`config.mk`:
```
export PLATFORM = sky130hd
export DESIGN_NAME = serial_adder_ctrl
export DESIGN_NICKNAME = d
export VERILOG_FILES = /design/src/rtl/serial_adder_ctrl.sv
export SDC_FILE = /design/constraint.sdc
export NUM_CORES = 1
export LEC_CHECK = 0
export ABC_AREA = 1
export BUFFER_PORTS_ARGS = -buffer_cell sky130_fd_sc_hd__buf_2
export CAP_MARGIN = 10
export CELL_PAD_IN_SITES_DETAIL_PLACEMENT = 1
export CELL_PAD_IN_SITES_GLOBAL_PLACEMENT = 2
export CORE_MARGIN = 5
export CORE_UTILIZATION = 25
export CTS_CLUSTER_SIZE = 10
export DETAILED_ROUTE_END_ITERATION = 7
export PLACE_DENSITY_LB_ADDON = 0.1
export SYNTH_ARGS = -nofsm -noshare
export SYNTH_HDL_FRONTEND = slang
export SYNTH_SLANG_ARGS = --single-unit
```
`constraint.sdc`:
```
create_clock -name clk -period 1.3 [get_ports clk]
set_input_delay 0.195 -clock clk [delete_from_list [all_inputs] [get_ports clk]]
set_output_delay 0.195 -clock clk [all_outputs]
set_load 0.01 [all_outputs]
```
`src/rtl/serial_adder_ctrl.sv`:
```
// Bit-serial adder: one full-adder cell stepped over WIDTH cycles, LSB first.
// Define SERIAL_ADD_OVF_EN to add the signed-overflow output ovf.
module serial_adder_ctrl #(
   parameter int WIDTH = 8
) (
   input  logic             clk,
   input  logic             reset,
   input  logic             start,
   input  logic [WIDTH-1:0] a,
   input  logic [WIDTH-1:0] b,
   input  logic             cin,
   output logic [WIDTH-1:0] sum,
   output logic             cout,
   output logic             busy,
`ifdef SERIAL_ADD_OVF_EN
   output logic             done,
   output logic             ovf
`else
   output logic             done
`endif
);

   localparam int CW = $clog2(WIDTH + 1);
   localparam logic [CW-1:0] LAST = CW'(WIDTH - 1);

   typedef enum logic [1:0] {IDLE, RUN, DONE} state_t;

   state_t           state_reg;
   state_t           state_next;
   logic [WIDTH-1:0] a_sh;
   logic [WIDTH-1:0] b_sh;
   logic [WIDTH-1:0] sum_sh;
   logic             carry;
   logic [CW-1:0]    cnt;
   logic             s_bit;
   logic             c_bit;

   assign s_bit = a_sh[0] ^ b_sh[0] ^ carry;
   assign c_bit = (a_sh[0] & b_sh[0]) | (a_sh[0] & carry) | (b_sh[0] & carry);

   always_ff @(posedge clk or posedge reset) begin
      if (reset) begin
         state_reg <= IDLE;
      end else begin
         state_reg <= state_next;
      end
   end

   always_comb begin
      state_next = state_reg;
      busy       = 1'b0;
      done       = 1'b0;
      case (state_reg)
         IDLE: begin
            if (start) begin
               state_next = RUN;
            end
         end
         RUN: begin
            busy = 1'b1;
            if (cnt == LAST) begin
               state_next = DONE;
            end
         end
         DONE: begin
            done       = 1'b1;
            state_next = IDLE;
         end
         default: state_next = IDLE;
      endcase
   end

   // Datapath: operands are only touched on the accepting edge and in RUN,
   // so sum/cout hold through DONE and IDLE.
   always_ff @(posedge clk or posedge reset) begin
      if (reset) begin
         a_sh   <= '0;
         b_sh   <= '0;
         sum_sh <= '0;
         carry  <= 1'b0;
         cnt    <= '0;
      end else begin
         case (state_reg)
            IDLE: begin
               if (start) begin
                  a_sh   <= a;
                  b_sh   <= b;
                  sum_sh <= '0;
                  carry  <= cin;
                  cnt    <= '0;
               end
            end
            RUN: begin
               a_sh   <= a_sh >> 1;
               b_sh   <= b_sh >> 1;
               sum_sh <= (sum_sh >> 1) | (WIDTH'(s_bit) << (WIDTH - 1));
               carry  <= c_bit;
               cnt    <= cnt + CW'(1);
            end
            default: ;
         endcase
      end
   end

`ifdef SERIAL_ADD_OVF_EN
   logic ovf_reg;

   // Overflow is the carry into the MSB differing from the carry out of it.
   always_ff @(posedge clk or posedge reset) begin
      if (reset) begin
         ovf_reg <= 1'b0;
      end else if (state_reg == IDLE && start) begin
         ovf_reg <= 1'b0;
      end else if (state_reg == RUN && cnt == LAST) begin
         ovf_reg <= carry ^ c_bit;
      end
   end

   assign ovf = ovf_reg;
`endif

   assign sum  = sum_sh;
   assign cout = carry;

endmodule

```
; ---- Yosys cells after proc, flatten, opt, wreduce, memory -nomap -nowiden
; Cells that the tools add are included.
; Widths: inputs -> output; s select.
[totals]
ram_bits = 0
latchBits = 0
mem_count = 0
reg_bits = 31
rom_bits = 0
output_inout_bits = 11
inputBits = 20
[op_classes]
multipliers = 0
shift = 0
mux = 15
add_sub_neg = 1
order_cmp = 0
n_reduce_logical = 4
div_mod_pow = 0
n_eq_ne = 5
bitwise = 8
[ops]
columns = op, count
row1 = $pmux 8 s2, 3
row2 = $mux 8, 3
row3 = $or 7x8->8, 1
row4 = $pmux 4 s2, 1
row5 = $add 4x1->4 const B, 1
row6 = $eq 4x3->1 const B, 1
row7 = $mux 2, 2
row8 = $mux 4, 1
row9 = $ne 2x2->1 const B, 2
row10 = $pmux 2 s2, 1
row11 = $reduce_and 2->1, 2
row12 = $and 1x1->1, 3
row13 = $mux 1, 3
row14 = $eq 2x1->1 const B, 1
row15 = $eq 2x2->1 const B, 1
row16 = $logic_not 2->1, 1
row17 = $or 1x1->1, 2
row18 = $pmux 1 s2, 1
row19 = $reduce_bool 2->1, 1
row20 = $xor 1x1->1, 2

; ---- Depth between registers and ports, before layout
; Gate-level depths: netlist of run 1.
[depth]
ltp_word = 4
mapped_depth = 6
mapped_depth_nobuf = 5

; ---- Least setup slack after synthesis of run 1
; Ideal clock, no wire load.
[synth_path]
path_kind = register to register
startpoint = register carry (netlist: cout)
endpoint = register sum_sh[7] (netlist: sum[7])
arrival_time_ns = 1.053
stages_incl_launch_ff = 4
period_less_slack_ns = 1.180
required_ns = 1.173
setup_slack_ns = 0.120
path_cell_list = dfrtp_1 > inv_1 > fa_1 > o22ai_1
[synth_between]
elab_chain_len = 3
[synth_lines]
columns = element, line_no
row1 = from (decl), 33  ; logic carry;
row2 = from (signal assigned), 89  ; carry <= cin;
row3 = from (signal assigned), 97  ; carry <= c_bit;
row4 = $xor 1x1->1, 38  ; assign s_bit = a_sh[0] ^ b_sh[0] ^ carry;
row5 = $or 7x8->8, 96  ; sum_sh <= (sum_sh >> 1) | (WIDTH'(s_bit) << (WIDTH - 1));
row6 = $pmux 8 s2, 83  ; case (state_reg)
row7 = to (signal assigned), 96
row8 = to (decl), 32  ; logic [WIDTH-1:0] sum_sh;
; No other way between the ends.
; A chain may end at the register's enable or synchronous reset.

; ---- Final worst setup path of run 1
[layout_path]
startpoint = register state_reg[0]
endpoint = register a_sh[6]
[layout_between]
elab_chain_len = 3
elab_cells_between_ends = 6
[layout_lines]
columns = element, line_no
row1 = from (decl), 28  ; state_t state_reg;
row2 = from (signal assigned), 45  ; state_reg <= state_next;
row3 = $eq 2x1->1 / $logic_not 2->1 (equally long branches), 83
row4 = $reduce_bool 2->1 (no line) / $ne 2x2->1 (equally long branches), --
row5 = $reduce_and 2->1 (no line), --
row6 = to (signal assigned), 94  ; a_sh <= a_sh >> 1;
row7 = to (decl), 30  ; logic [WIDTH-1:0] a_sh;
; Several ways; a longest one is shown, not always the timed one.

==> results of run 1 <==
-- report_power, final --
| group | internal (mW) | switching [mW] | total [mW] |
|---|---|---|---|
| clock network | 0.376 | 0.365 | 0.741 |
| logic | 0.783 | 0.947 | 1.73 |
| registers | 1.36 | 0.260 | 1.62 |
-- worst max-delay path: cells and delay by family (launching register included) --
family / cells / cell delay (ns)
buffers and inverters: 4 / 0.50
DFF: 1 / 0.45
and+or+nand+nor: 3 / 0.18
-- routing by layer --
layer | GRT usage | vias to the layer above
met2 | 0.195 | 19
met3 | 0.0336 | 5
met4 | 0.0403 | 0
li1 | - | 592
met1 | 0.123 | 616
met5 | 0 | -
-- path summary, 6_finish.rpt --
path	depth (start not counted)	endpoint	start	slack, ns
hold reg to reg	2	a_sh[5]	a_sh[6]	0.50
setup / recovery	7	a_sh[6]	state_reg[0]	0.06
hold / removal	3	cnt[1]	reset	-0.002
min in group clk	3	b_sh[7]	b[7]	0.11
setup reg to reg	7	a_sh[6]	state_reg[0]	0.06
max in group asynchronous	3	state_reg[0]	reset	0.98
-- layout by cell type, fill, tap and decap left out, types with 2 or more instances in the layout --
cell type,netlist,final
buf_2,0,29
buf_4,4,10
buf_6,4,3
clkbuf_1,0,2
clkbuf_8,0,5
dfrtp_1,31,30
inv_1,13,13
inv_2,2,2
nand2_1,40,40
nand2_2,2,2
nand3_1,39,39
nor2_1,3,2
nor2_4,2,2
o21ai_0,2,2
o22ai_1,7,7
-- Yosys cell counts --
| library cell | number | area share |
|---|---|---|
| buf_6 | 4 | 0.032 |
| fa_1 | 1 | 0.014 |
| inv_2 | 2 | 0.0053 |
| nand2_2 | 2 | 0.0088 |
| o21ai_1 | 1 | 0.0035 |
| xnor2_1 | 1 | 0.0061 |
| inv_1 | 13 | 0.034 |
| nand2_1 | 40 | 0.11 |
| buf_4 | 4 | 0.021 |
| nand2_4 | 1 | 0.0079 |
| a21oi_2 | 1 | 0.0061 |
| dfrtp_1 | 31 | 0.54 |
| nand3_1 | 39 | 0.14 |
| o21ai_0 | 2 | 0.0070 |
| nor2_4 | 2 | 0.016 |
| nand4_1 | 1 | 0.0044 |
| ha_1 | 1 | 0.0088 |
| nor2_1 | 3 | 0.0079 |
| o22ai_1 | 7 | 0.031 |
-- cells by family (layout without fill, tap and decap cells) --
group	after synthesis	after routing	share of synthesized area
fa+ha+maj	2	2	0.0228
buf+inv	23	66	0.0922
compound gates	11	11	0.0474
simple gates	88	88	0.287
xor+xnor	1	1	0.00615
flops	31	31	0.544
-- final cells by class --
| class | instances | area (µm²) | share of cell area |
|---|---|---|---|
| flip-flops and latches | 31 | 777 | 0.432 |
| multi-input cells | 102 | 520 | 0.289 |
| repair buffers | 43 | 274 | 0.152 |
| well taps | 72 | 90.1 | 0.0501 |
| clock buffers | 7 | 76.3 | 0.0424 |
| inverters | 15 | 56.3 | 0.0313 |
| clock inverters | 1 | 5.00 | 0.00278 |
-- repair_timing --
item,4_1_cts,5_1_grt
endpoints found under the setup margin,1,6
buffers inserted,5,0
pin swaps,1,1
hold buffers,0,0
resized for setup,1,4
==> flow_metrics.py, run 1 <==
metrics = {
    "final_layout": {
        "final_area_mm2": 0.00180,
        "utilization": 0.325,
        "n_fill_cell": 679,
        "area_growth_pct": 26.3,
        "fin_cells": 271,
        "drive_above_1_share": 0.296,
        "fin_nets": 220,
        "diodes": 0,
    },
    "setup_path": {
        "start_kind": "flop",
        "slowest_delay_ns": 0.45,
        "cpMaxStageDelayCell": "dfrtp_2",
        "setup.worst_path.end_class": "flop",
        "criticalPathCategory": "reg2reg",
        "path_cells": "inv_2 -> nor2_4 -> buf_4 -> buf_4 -> buf_4 -> nand2_1 -> nand3_1",
        "crit_top_cell": "buf_4",
        "worstPathMaxFanout": 5,
        "cp.required_ns": 1.46,
        "crit_arrival_ns": 1.41,
    },
    "yosys": {
        "synth_cells": 156,
        "ys_seq_area_frac": 0.544,
        "ys_seq_elements": 31,
        "synth_nets": 178,
        "synthDistinctLibCells": 19,
        "yosys_warnings": 0,
        "synth_area_mm2": 0.00143,
        "avgSynthCellArea_um2": 9.14,
    },
    "timing": {
        "skew_ns": 0.00938,
        "min_period_ns": 1.24,
        "rsz0062_at_grt": "true",
        "whs_ns": -0.00244,
        "setup_ws_ns": 0.0560,
        "min_period_over_period": 0.957,
        "hold_viol_final": 5,
        "max_freq_mhz": 804,
        "tightest_slew_ns": 0.426,
        "setup_viol": 0,
        "maxSlewViolCount": 0,
        "slew_headroom": 0.716,
        "tns_ns": 0,
    },
    "global_routing": {
        "grt_pass1_wl_mm": 6.42,
        "grt_overflow": 0,
        "grt_max_degree": 32,
        "grt_pass1_vias": 1425,
        "antenna_found_initial": 0,
        "track_usage": 0.110,
    },
    "clock_network": {
        "worst_skew_pair.late_latency_ns": 0.28,
        "numCtsBuffers": 5,
        "cts_tree": "yes",
        "htreeDepth": 2,
        "cts_root_buffer": "clkbuf_8",
        "cts_buffer_depth": 2,
        "cts_sinks": 31,
        "clk_pin_slew_worst_paths_ns": 0.07,
    },
    "floorplan": {
        "io_pins": 31,
        "dieArea_mm2": 0.00731,
        "die_y_um": 85.5,
        "core-area_mm2": 0.00554,
        "rows": 27,
        "start_util": 0.257,
        "die_w_um": 85.5,
    },
    "route": {
        "totalWireLength_mm": 3.68,
        "drcViolationCount": 0,
        "vias": 1232,
        "drtPass1Iterations": 4,
        "met1_length_mm": 1.62,
        "post_drt_wl_per_cell_um": 13.6,
        "via_per_inst": 4.55,
        "drtAntennaViolNets": 0,
        "drt_iter0_drc": 40,
        "dr_wl_met3_um": 157,
        "wl_met2_mm": 1.86,
        "maxUsedRoutingLayer": "met4",
    },
    "run_status": {
        "violations": "negative hold slack",
        "status": "finished, violations left",
    },
    "power_and_ir_drop": {
        "cellPowerDensity_mw_per_mm2": 2270,
        "p_leak_nw": 0.912,
        "power_mw": 4.09,
        "peakVddDrop_uv": 601,
    },
    "place": {
        "io_buffers": 30,
        "dpl.cell_count": 258,
        "place_area_mm2": 0.00166,
        "post-place-ws_ns": 0.110,
        "dp_hpwl_mm": 2.53,
        "place_congestion": 0.710,
    },
    "min_path": {
        "hold_path.class": "in2async",
    },
    "job": {
        "cap_violations": 0,
    },
}
No activity file was read; power rests on OpenSTA's default activity.
==> run 2: changes to the inputs <==
Settings changed: CORE_UTILIZATION 25 to 32.
==> run 2 against run 1 <==
Compared with the run above: the flow still finishes with violations (negative hold slack); first-iteration DRC count shrank 43%; critical path type is now reg2out; combinational power decreased by 5%; global-route usage increased by 0.90 points; largest power group unchanged; largest cell class unchanged; routed wire length shrank 7.3%; highest routed layer unchanged; clock power up 2%; design area decreased by 2.5%.
==> flow_metrics.py, run 2 (same netlist as run 1, synthesis figures left out) <==
metrics = {
    "final_layout": {
        "utilization": 0.406,
        "final_area_mm2": 0.00175,
        "area_growth_pct": 23.1,
        "drive_above_1_share": 0.287,
        "diodes": 0,
        "final_common_cell": "nand2_1",
        "final_cell_mix": "nand2_1 (40), nand3_1 (39), dfrtp_1 (30), buf_2 (30), inv_1 (13)",
        "fin_nets": 217,
    },
    "place": {
        "place_area_mm2": 0.00166,
        "post-place-ws_ns": 0.142,
        "io_buffers": 30,
        "dp_hpwl_mm": 2.47,
        "place_congestion": 0.704,
    },
    "timing": {
        "max_freq_mhz": 809,
        "maxSlewViolCount": 0,
        "setup_ws_ns": 0.0642,
        "rsz0062_at_grt": "false",
        "tns_ns": 0,
        "hold_viol_final": 10,
        "min_period_over_period": 0.951,
        "setup_viol": 0,
        "min_period_ns": 1.24,
        "slew_headroom": 0.722,
        "tightest_slew_ns": 0.416,
        "skew_ns": 0.00243,
        "whs_ns": -0.00693,
    },
    "floorplan": {
        "die_y_um": 76.7,
        "start_util": 0.330,
        "die_w_um": 76.7,
        "io_pins": 31,
        "core-area_mm2": 0.00432,
        "dieArea_mm2": 0.00589,
        "rows": 24,
    },
    "power_and_ir_drop": {
        "power_frac_comb": 0.411,
        "power_mw": 4.02,
        "peakVddDrop_uv": 666,
        "power_frac_clock": 0.188,
        "cellPowerDensity_mw_per_mm2": 2290,
        "pwr-share-seq": 0.401,
        "internal_power_mw": 2.49,
        "p_sw_mw": 1.53,
        "swShare": 0.380,
        "p_leak_nw": 0.904,
    },
    "clock_network": {
        "cts_root_buffer": "clkbuf_8",
        "clk_pin_slew_worst_paths_ns": 0.06,
        "cts_tree": "yes",
        "cts_sinks": 31,
        "worst_skew_pair.late_latency_ns": 0.28,
        "numCtsBuffers": 5,
        "htreeDepth": 2,
        "cts_buffer_depth": 2,
    },
    "route": {
        "post_drt_wl_per_cell_um": 13.8,
        "drtPass1Iterations": 4,
        "totalWireLength_mm": 3.41,
        "drtAntennaViolNets": 0,
        "drcViolationCount": 0,
        "vias": 1174,
        "drt_iter0_drc": 23,
        "via_per_inst": 4.75,
    },
    "global_routing": {
        "track_usage": 0.119,
        "grt_overflow": 0,
        "grt_pass1_wl_mm": 5.65,
        "antenna_found_initial": 0,
        "grt_pass1_vias": 1274,
        "grt_max_degree": 32,
    },
    "setup_path": {
        "setup.worst_path.end_class": "output pin",
        "worstPathMaxFanout": 4,
        "start_kind": "flop",
        "criticalPathCategory": "reg2out",
        "crit_arrival_ns": 1.04,
        "cp.required_ns": 1.11,
    },
    "run_status": {
        "violations": "negative hold slack",
        "status": "finished, violations left",
    },
    "job": {
        "cap_violations": 0,
    },
    "min_path": {
        "hold_path.class": "in2async",
    },
}
[run 2: cell types whose count changed in the layout (fill, tap and decap cells not counted)]
cell,delta
buf_2,+1
buf_12,+1
nor2_2,-1
nor2_1,+1
clkbuf_1,-2
buf_6,-3
clkbuf_8,+1
buf_4,-2
[run 2: per-stage QoR]
| stage | hold WS, ns | cells |
|---|---|---|
| after global placement | 0.299 | 239 |
| after floorplan | 0.299 | 156 |
| after detailed placement | 0.308 | 239 |
| after global routing | 0.0349 | 247 |
| after CTS | 0.0000596 | 247 |
| final | -0.00693 | 247 |
[run 2: routing by layer]
metal | global-route usage | routed length, µm | up-vias
li1 | - | - | 585
met1 | 0.140 | 1570 | 559
met2 | 0.199 | 1610 | 24
met3 | 0.0398 | 174 | 6
met4 | 0.0437 | 59 | 0
met5 | 0 | 0 | -
[run 2: cell type report]
class	count	area, µm²
clock buffers	6	82.6
clock inverters	1	5.00
fillers	514	2570
inverters	15	56.3
multi-input cells	102	518
flip-flops and latches	31	777
well taps	52	65.1
repair buffers	40	250
[run 2: final timing paths]
check	start	endpoint	slack, ns	depth (start not counted)
max reg2reg	cout	sum[7]	0.14	3
max	state_reg[0]	busy	0.06	3
min in group clk	b[7]	b_sh[7]	0.11	3
min reg2reg	a_sh[4]	a_sh[3]	0.50	2
min	reset	b_sh[1]	-0.007	3
max in group asynchronous	reset	state_reg[0]	0.98	3
[run 2: power groups by stage]
stage	combinational [mW]	sequential, mW	clock (mW)
finish	1.65	1.61	0.757
floorplan	1.10	1.64	0
CTS	1.70	1.62	0.796
global placement	1.61	1.62	0
detailed placement	1.66	1.63	0
global route	1.85	1.67	0.826
[run 2: timing repair]
action,in CTS,in global routing
gates resized for setup,1,0
hold buffers,0,0
setup endpoints to repair,1,0
setup buffers,1,0
[run 2: critical path, stage by stage, from the launching register on]
cell,delay (ns)
dfrtp_2,0.42
inv_2,0.06
nor2_4,0.14
buf_2,0.15
